$ cat src/rtl/uart_tx_arbiter.sv
// Round-robin, message-granular sharing of one 8N1 UART transmitter among N byte streams.
// Grant 1 cycle after req_valid; uart_data_valid 1 cycle after the handshake; owner holds until its last byte completes.
module uart_tx_arbiter #(
    parameter int N            = 4,
    parameter int HOLD_TIMEOUT = 1024
) (
    input  logic           clk,
    input  logic           reset,
    input  logic [N-1:0]   req_valid,
    input  logic [8*N-1:0] req_data,
    input  logic [N-1:0]   req_last,
    output logic [N-1:0]   req_ready,
    output logic [N-1:0]   grant,
    output logic [N-1:0]   byte_done,
    output logic           msg_abort,
    output logic           busy,
    output logic           uart_data_valid,
    output logic [7:0]     uart_data_in,
    input  logic           uart_tx_active,
    input  logic           uart_tx_done
);
    localparam int PW = (N > 1) ? $clog2(N) : 1;
    localparam int CW = (HOLD_TIMEOUT > 1) ? $clog2(HOLD_TIMEOUT) : 1;

    typedef enum logic [2:0] {
        IDLE, LOAD, ISSUE, WAIT_START, WAIT_DONE, WAIT_IDLE
    } state_t;

    state_t        state_q, state_d;
    logic [N-1:0]  grant_q, grant_d;
    logic [PW-1:0] own_q, own_d;
    logic [PW-1:0] ptr_q, ptr_d;
    logic [CW-1:0] cnt_q, cnt_d;
    logic          last_q, last_d;
    logic [7:0]    data_q, data_d;
    logic [N-1:0]  bdone_q, bdone_d;
    logic          abort_q, abort_d;

    logic          pick_vld;
    logic [PW-1:0] pick_idx;
    logic [PW-1:0] own_next;
    logic [7:0]    own_data;
    logic          own_last;
    logic          own_vld;

    function automatic logic [PW-1:0] rr_idx(input logic [PW-1:0] base, input int off);
        int s;
        s = int'(base) + off;
        if (s >= N) s = s - N;
        return PW'(s);
    endfunction

    // First requester at or above ptr, wrapping modulo N.
    always_comb begin
        pick_vld = 1'b0;
        pick_idx = '0;
        for (int k = 0; k < N; k++) begin
            if (!pick_vld && req_valid[rr_idx(ptr_q, k)]) begin
                pick_vld = 1'b1;
                pick_idx = rr_idx(ptr_q, k);
            end
        end
    end

    always_comb begin
        own_data = 8'h00;
        own_last = 1'b0;
        for (int i = 0; i < N; i++) begin
            if (grant_q[i]) begin
                own_data = req_data[8*i +: 8];
                own_last = req_last[i];
            end
        end
    end

    assign own_vld  = |(grant_q & req_valid);
    assign own_next = rr_idx(own_q, 1);

    always_comb begin
        state_d = state_q;
        grant_d = grant_q;
        own_d   = own_q;
        ptr_d   = ptr_q;
        cnt_d   = cnt_q;
        last_d  = last_q;
        data_d  = data_q;
        bdone_d = '0;
        abort_d = 1'b0;
        case (state_q)
            IDLE: begin
                if (pick_vld) begin
                    grant_d = N'(1) << pick_idx;
                    own_d   = pick_idx;
                    cnt_d   = '0;
                    state_d = LOAD;
                end
            end
            LOAD: begin
                if (own_vld) begin
                    data_d  = own_data;
                    last_d  = own_last;
                    cnt_d   = '0;
                    state_d = ISSUE;
                end else if (HOLD_TIMEOUT != 0 && cnt_q == CW'(HOLD_TIMEOUT - 1)) begin
                    abort_d = 1'b1;
                    ptr_d   = own_next;
                    grant_d = '0;
                    cnt_d   = '0;
                    state_d = IDLE;
                end else if (HOLD_TIMEOUT != 0) begin
                    cnt_d = cnt_q + 1'b1;
                end
            end
            ISSUE:      state_d = WAIT_START;
            WAIT_START: if (uart_tx_active) state_d = WAIT_DONE;
            WAIT_DONE: begin
                if (uart_tx_done) begin
                    bdone_d = grant_q;
                    state_d = WAIT_IDLE;
                end
            end
            // tx_done may stretch; only move on once it drops so byte_done stays single.
            WAIT_IDLE: begin
                if (!uart_tx_done) begin
                    if (last_q) begin
                        ptr_d   = own_next;
                        grant_d = '0;
                        state_d = IDLE;
                    end else begin
                        state_d = LOAD;
                    end
                end
            end
            default: state_d = IDLE;
        endcase
    end

    always_ff @(posedge clk) begin
        if (reset) begin
            state_q <= IDLE;
            grant_q <= '0;
            own_q   <= '0;
            ptr_q   <= '0;
            cnt_q   <= '0;
            last_q  <= 1'b0;
            data_q  <= 8'h00;
            bdone_q <= '0;
            abort_q <= 1'b0;
        end else begin
            state_q <= state_d;
            grant_q <= grant_d;
            own_q   <= own_d;
            ptr_q   <= ptr_d;
            cnt_q   <= cnt_d;
            last_q  <= last_d;
            data_q  <= data_d;
            bdone_q <= bdone_d;
            abort_q <= abort_d;
        end
    end

    assign req_ready       = (state_q == LOAD) ? (grant_q & req_valid) : '0;
    assign grant           = grant_q;
    assign byte_done       = bdone_q;
    assign msg_abort       = abort_q;
    assign busy            = (state_q != IDLE);
    assign uart_data_valid = (state_q == ISSUE);
    assign uart_data_in    = data_q;

endmodule

$ cat config.mk
export PLATFORM = sky130hd
export DESIGN_NAME = uart_tx_arbiter
export DESIGN_NICKNAME = d
export VERILOG_FILES = /design/src/rtl/uart_tx_arbiter.sv
export SDC_FILE = /design/constraint.sdc
export NUM_CORES = 1
export LEC_CHECK = 0
export ABC_AREA = 1
export BUFFER_PORTS_ARGS = -buffer_cell sky130_fd_sc_hd__buf_2
export CORE_ASPECT_RATIO = 0.8
export CORE_UTILIZATION = 56
export CTS_CLUSTER_DIAMETER = 150
export DETAILED_ROUTE_END_ITERATION = 12
export HOLD_SLACK_MARGIN = 0.02
export PLACE_DENSITY = 0.85
export SLEW_MARGIN = 40
export SYNTH_ARGS = -nofsm -noshare
export SYNTH_HDL_FRONTEND = slang
export SYNTH_SLANG_ARGS = --single-unit
$ cat constraint.sdc
create_clock -name clk -period 4.3 [get_ports clk]
set_input_delay 0.43 -clock clk [delete_from_list [all_inputs] [get_ports clk]]
set_output_delay 0.43 -clock clk [all_outputs]
set_load 0.01 [all_outputs]
==> metrics.md, run 1 <==
| Metric | Value |
|---|---|
| Buffers & Inverters on Critical Path | `0` |
| Tightest Hold Check Type | `in2reg` |
| Ordered list of cells on the worst path | `nand2_1 -> nand2_1 -> nor2_2 -> nor2_2 -> nor2_1 -> nand2_1 -> nor2_2 -> nand3_4 -> nand2_2 -> a21oi_2` |
| Critical setup path kind | `reg2reg` |
| GP Congestion | `0.856` |
| Fill count | `342` |
| Final Power | `1410 uW` |
| Row count | `20` |
| Via density | `5.40` |
| FF/Latch Area | `701 um^2` |
| Clock-pin slew on the worst setup and hold paths | `0.07 ns` |
| Nets | `431` |
| Max VDD drop | `0.351 mV` |
| Met3 WL | `323 um` |
| Status | `finished, final reports clean` |
| Area leader, netlist | `dfxtp_1` |
| Multi-input logic area | `1420 um^2` |
| Core Area | `3880 um^2` |
| Ranking of synthesized cells by area | `dfxtp_1 (30%), nand2_1 (10%), a21oi_1 (5.4%)` |
| Hold Path Stages | `3` |
| Slew headroom | `61.4%` |
| Number of setup buffers added after CTS | `0` |
| Syn. warnings | `0` |
| Total gr overflow | `0` |
| Clk Latency, worst-skew pair | `0.29 ns` |
| Family with the most delay on the worst path | `simple AND/OR/NAND/NOR gates` |
| PortBufs | `66` |
| Residual DRC | `0` |
| Netlist cell types | `36` |
| Final hold viol count | `0` |
| All-Layer GR Usage | `28.2%` |
| Highest-delay cell along the critical path | `dfxtp_1` |
| CTS HTree Levels | `2` |
| Max Clock Freq | `0.472 GHz` |
| Vias in the first global route | `2,184` |
| DP Cell Count | `434` |
| Die area | `4380 um^2` |
| Max_cap viols | `0` |
| Setup violators final | `0` |
| Initial antenna violation count | `0` |
| Wl on met1 | `2700 um` |
| Data required, critical path | `4.46 ns` |
| CP Capture Type | `flip-flop` |
| Resized cells post-CTS | `0` |
| Post-DR wirelength/cell | `12.6 um` |
| Part of the Yosys area used for sequential elements | `30.4%` |
| Slew Viols, Final | `0` |
| Initial DRT Pass Iterations | `4` |
| P_leak | `0.00132 uW` |
| Final min period | `2.12 ns` |
| Hold Buf Count CTS | `0` |
| Largest net degree at the start of global routing | `19` |
| Chip Width | `73.7 um` |
| First-pass GRT wire length | `9430 um` |
| Pwr/cell area | `511 nW/um^2` |
| Clk_skew | `0.00776 ns` |
| CTS root buf | `clkbuf_8` |
| Crit-path max FO | `13` |
| Antenna violation net count after detailed routing | `0` |
| ANT cells | `0` |
| Starting Density | `59.4%` |
| Sink Count | `35` |
| Synth Flop Type | `dfxtp_1` |
| Iter 0 DRT Violations | `159` |
| Top-count cell post-synth | `nand2_1` |
| Post-synth net total | `368` |
| Synthesized flop and latch total | `35` |
| Synthesized area | `2300 um^2` |
| Cells after Synth | `323` |
| Crit path DAT | `2.27 ns` |
| Period utilisation layout | `49.2%` |
| Worst Max-Slew Pin Slew | `0.577 ns` |
| Die Span Y | `59.4 um` |
| Post-synth top area share | `30.4%` |
| Worst reg-to-reg path cell count | `10` |
| Crit path largest cell delay | `0.45 ns` |
| Unrepaired setup endpoints after global routing | `false` |
| CTS Buf Count | `5` |
| I/O Pins | `67` |
| TritonCTS clock tree | `yes` |
| Finished Layout Cells | `442` |
| Setup TNS | `0 ns` |
| Synthesized area per cell | `7.14 um^2` |
| Area growth from synthesis to layout | `19.4%` |
| Startpoint types | `flip-flop` |
| Fraction of registers with async set or reset after synthesis | `0%` |
| Final WL | `5590 um` |
| Clock Tree Buf Depth | `2` |
| Routed wl met2 | `2510 um` |
| Hpwl dp | `4220 um` |
| Top post-synthesis cells by count | `nand2_1 (63), dfxtp_1 (35), nor2_1 (29)` |
| Top routing layer in use | `met4` |
| Via count | `2,386` |
| Layout cells sized above 1 | `35.1%` |
| Levels on crit path | `10` |
| Post-synth EDFFs | `0` |
[through the flow]
stage                     setup WS [ns]  instance area (um^2)  hold WS [ns]  util, %
final                              2.18                  2750         0.427     70.9
after global routing               2.01                  2750         0.423     70.9
after CTS                          1.93                  2750         0.428     70.9
after detailed placement           1.91                  2650         0.501     68.3
after global placement             2.02                  2650         0.494     68.3
after floorplan                    2.72                  2300         0.475        -
[placed cells by master (no fill, tap or decap), types with 2 or more instances in the layout]
cell type / instances
inv_2: 10
a21oi_2: 14
nand2_2: 19
clkinv_1: 3
o211ai_1: 9
buf_2: 66
or2_2: 2
clkbuf_8: 7
nand3_2: 2
a21oi_1: 25
xor2_1: 5
inv_1: 21
a221o_1: 9
nor2_4: 3
nor2_2: 5
nand4_1: 8
o21ai_0: 10
nand2_1: 63
o21ai_1: 6
nand2_4: 2
nand4_4: 2
dfxtp_1: 35
nor3_1: 3
nor2_1: 28
nand3_1: 20
[final timing paths]
kind / slack (ns) / end / start
setup / recovery: 2.18 / grant[1] / grant[3]
hold / removal: 0.43 / uart_data_in[2] / req_data[26]
setup reg to reg: 2.18 / grant[1] / grant[3]
hold reg to reg: 0.51 / cnt_q[1] / cnt_q[1]
[cell families after synthesis]
logic type,synth area share [%]
XOR/XNOR,2.28
AND/OR/NAND/NOR,37.8
AO/OA/AOI/OAI,21.1
buffers and inverters,7.93
adder cells (fa/ha/maj),0.543
flip-flops,30.4
[report_power, final]
group | internal (uW) | switching (uW) | total, uW | leakage (uW)
logic | 252 | 431 | 683 | 0.000982
clock network | 146 | 115 | 262 | 0.0000515
registers | 378 | 83.2 | 461 | 0.000284
[worst register-to-register path: stages (launching register included)]
cell and delay, ns:
dfxtp_1 0.45, nand2_1 0.16, nand2_1 0.08, nor2_2 0.44, nor2_2 0.21, nor2_1 0.19, nand2_1 0.09, nor2_2 0.13
nand3_4 0.12, nand2_2 0.08, a21oi_2 0.06
[state kept, by name, summed over array words and instances (netlist names)]
register,count
cnt_q,10
byte_done,4
state_q,3
uart_data_in,8
own_q,2
last_q,1
msg_abort,1
ptr_q,2
grant,4
[metal layers]
metal  GRT usage (%)  vias to the layer above
met5               0                        -
met4            6.87                        0
met3            7.65                        6
met2            45.0                       76
met1            38.0                     1086
li1                -                     1218
[cell type report]
class | instances | share of cell area (%)
multi-input combinational | 244 | 51.8
sequential | 35 | 25.5
timing repair buffer | 66 | 12.0
inverter | 34 | 4.64
clock buffer | 8 | 3.64
tap | 55 | 2.50
Note: power is estimated with default switching activity, not from simulation.
==> run 2: changes to the inputs <==
- CORE_UTILIZATION: 56 -> 47
- PLACE_DENSITY: 0.85 -> 0.76
- clock period: 4.3 -> 1.9 ns (I/O delays scaled with it)
==> run 2 against run 1 <==
Compared with the run above: register-to-register slack lost 2.0 ns; hold slack lost 0.24 ns; first-iteration DRC count increased by 6.9%; largest cell class unchanged; critical endpoint is now state_q[0]; combinational power rose by 140%; largest power group unchanged; sequential cell count unchanged.
==> metrics.md, run 2 (synthesis results as in run 1) <==
| Metric | Value |
|---|---|
| Status | `finished, final reports clean` |
| PortBufs | `66 (unchanged)` |
| P_leak | `0.00138 uW (+4.3%)` |
| Final hold viol count | `0 (unchanged)` |
| DP Cell Count | `448 (+3.2%)` |
| Core Area | `4650 um^2 (+20%)` |
| CTS root buf | `clkbuf_8` |
| Final min period | `1.72 ns (-0.400 ns)` |
| Residual DRC | `0 (unchanged)` |
| Tightest Hold Check Type | `in2reg` |
| TritonCTS clock tree | `yes` |
| Hpwl dp | `4510 um (+7.0%)` |
| Largest net degree at the start of global routing | `19 (unchanged)` |
| Clk Latency, worst-skew pair | `0.29 ns (about the same)` |
| Iter 0 DRT Violations | `170 (+6.9%)` |
| Area after DPL | `2720 um^2 (+2.8%)` |
| Setup TNS | `0 ns (unchanged)` |
| Nets | `440 (+2.1%)` |
| Largest Register | `cnt_q` |
| Setup violators final | `0 (unchanged)` |
| Top routing layer in use | `met4` |
| Starting Density | `49.5% (-9.9 points)` |
| Min setup slack post-route | `0.183 ns (-2.00 ns)` |
| Critical setup path kind | `reg2reg` |
| CTS HTree Levels | `2 (unchanged)` |
| GP Congestion | `0.863 (+0.83%)` |
| Row count | `22 (+10%)` |
| First-pass GRT wire length | `9840 um (+4.4%)` |
| Post-DR wirelength/cell | `13.2 um (+4.5%)` |
| Wl on met1 | `2730 um (+1.2%)` |
| Die Span Y | `64.6 um (+8.8%)` |
| Hold Buf Count CTS | `0 (unchanged)` |
| Finished Layout Cells | `456 (+3.2%)` |
| Die area | `5190 um^2 (+19%)` |
| Sink Count | `35 (unchanged)` |
| Final WL | `6030 um (+7.8%)` |
| Startpoint types | `flip-flop` |
| Period utilisation layout | `90.4% (+41 points)` |
| Vias in the first global route | `2,205 (+0.96%)` |
| Total gr overflow | `0 (unchanged)` |
| Crit-path max FO | `7 (-6)` |
| All-Layer GR Usage | `24.3% (-3.9 points)` |
| Via count | `2,395 (+0.38%)` |
| Via density | `5.25 (-2.7%)` |
| Slew headroom | `62.1% (+0.68 points)` |
| Pre-CTS setup slack | `0.179 ns (-1.73 ns)` |
| ANT cells | `0 (unchanged)` |
| Initial DRT Pass Iterations | `5 (+1)` |
| Clk_skew | `0.00927 ns (+0.00152 ns)` |
| Max FFs per register | `10 (unchanged)` |
| Data required, critical path | `2.12 ns (-2.34 ns)` |
| Final Power | `3440 uW (+140%)` |
| Area growth from synthesis to layout | `24.0%` |
| Clock Tree Buf Depth | `2 (unchanged)` |
| Met3 WL | `401 um (+24%)` |
| Routed wl met2 | `2850 um (+14%)` |
| I/O Pins | `67 (unchanged)` |
| Max Clock Freq | `0.582 GHz (+23%)` |
| Max VDD drop | `0.714 mV (+100%)` |
| Layout cells sized above 1 | `36.6% (+1.5 points)` |
| Pwr/cell area | `1200 nW/um^2 (+140%)` |
| Number of setup buffers added after CTS | `0 (unchanged)` |
| Antenna violation net count after detailed routing | `0 (unchanged)` |
| Crit path DAT | `1.94 ns (-0.33 ns)` |
| CTS Buf Count | `5 (unchanged)` |
| Worst Max-Slew Pin Slew | `0.568 ns (-0.00870 ns)` |
| Chip Width | `80.3 um (+8.9%)` |
| Final instance area | `2860 um^2 (+3.9%)` |
| Most frequent cells in the layout | `buf_2 (66), nand2_1 (63), dfxtp_1 (35)` |
| Fill count | `439 (+28%)` |
| Initial antenna violation count | `0 (unchanged)` |
| Worst R2R Setup Slack | `0.18 ns (-2.00 ns)` |
| Unrepaired setup endpoints after global routing | `false` |
| Clock-pin slew on the worst setup and hold paths | `0.08 ns (about the same)` |
| Commonest non-fill, non-tap cell in the layout | `buf_2` |
| Slew Viols, Final | `0 (unchanged)` |
| Max_cap viols | `0 (unchanged)` |
| CP Capture Type | `flip-flop` |
run 2: worst max-delay path: stages (launching register included):
cell and delay (ns):
dfxtp_1 0.43, ha_2 0.26, inv_2 0.05, nor2_4 0.15, nand4_4 0.16, nand3_2 0.11, nand2_1 0.04, nand3b_2 0.23
nand2_1 0.08, nand2_1 0.05, nor2_1 0.10
run 2: cell type report:
type	count	area, um^2	area share (%)
clock buffers	6	72.6	2.54
flip-flops and latches	35	701	24.5
multi-input cells	244	1420	49.8
inverters	34	128	4.47
clock inverters	2	60.1	2.10
repair buffers	75	398	13.9
well taps	60	75.1	2.63
run 2: timing repair:
item                                   in CTS  in global routing
endpoints found under the hold margin       0                  0
setup endpoints to repair                   0                  1
gates resized for setup                     0                  1
run 2: power by group:
part | internal [uW] | switching, uW | leakage [uW]
logic | 624 | 1030 | 0.00103
clock network | 525 | 272 | 0.0000654
registers | 855 | 132 | 0.000284
total | 2000 | 1440 | 0.00138
run 2: per-layer routing:
metal / GRT usage [%] / vias to the layer above
met2: 40.3 / 80
met4: 5.80 / 0
li1: - / 1225
met3: 6.20 / 5
met5: 0 / -
met1: 31.5 / 1085
run 2: final timing paths:
path,start,endpoint,cells past startpoint
min,req_data[30],uart_data_in[6],3
max,cnt_q[0],state_q[0],10
max reg2reg,cnt_q[0],state_q[0],10
min reg2reg,cnt_q[1],cnt_q[1],2
run 2: stage by stage:
step                utilization, %  hold WS [ns]
global route                  61.4         0.194
global placement              58.5         0.474
CTS                           61.4         0.186
detailed placement            58.5         0.485
floorplan                        -         0.388
finish                        61.4         0.185
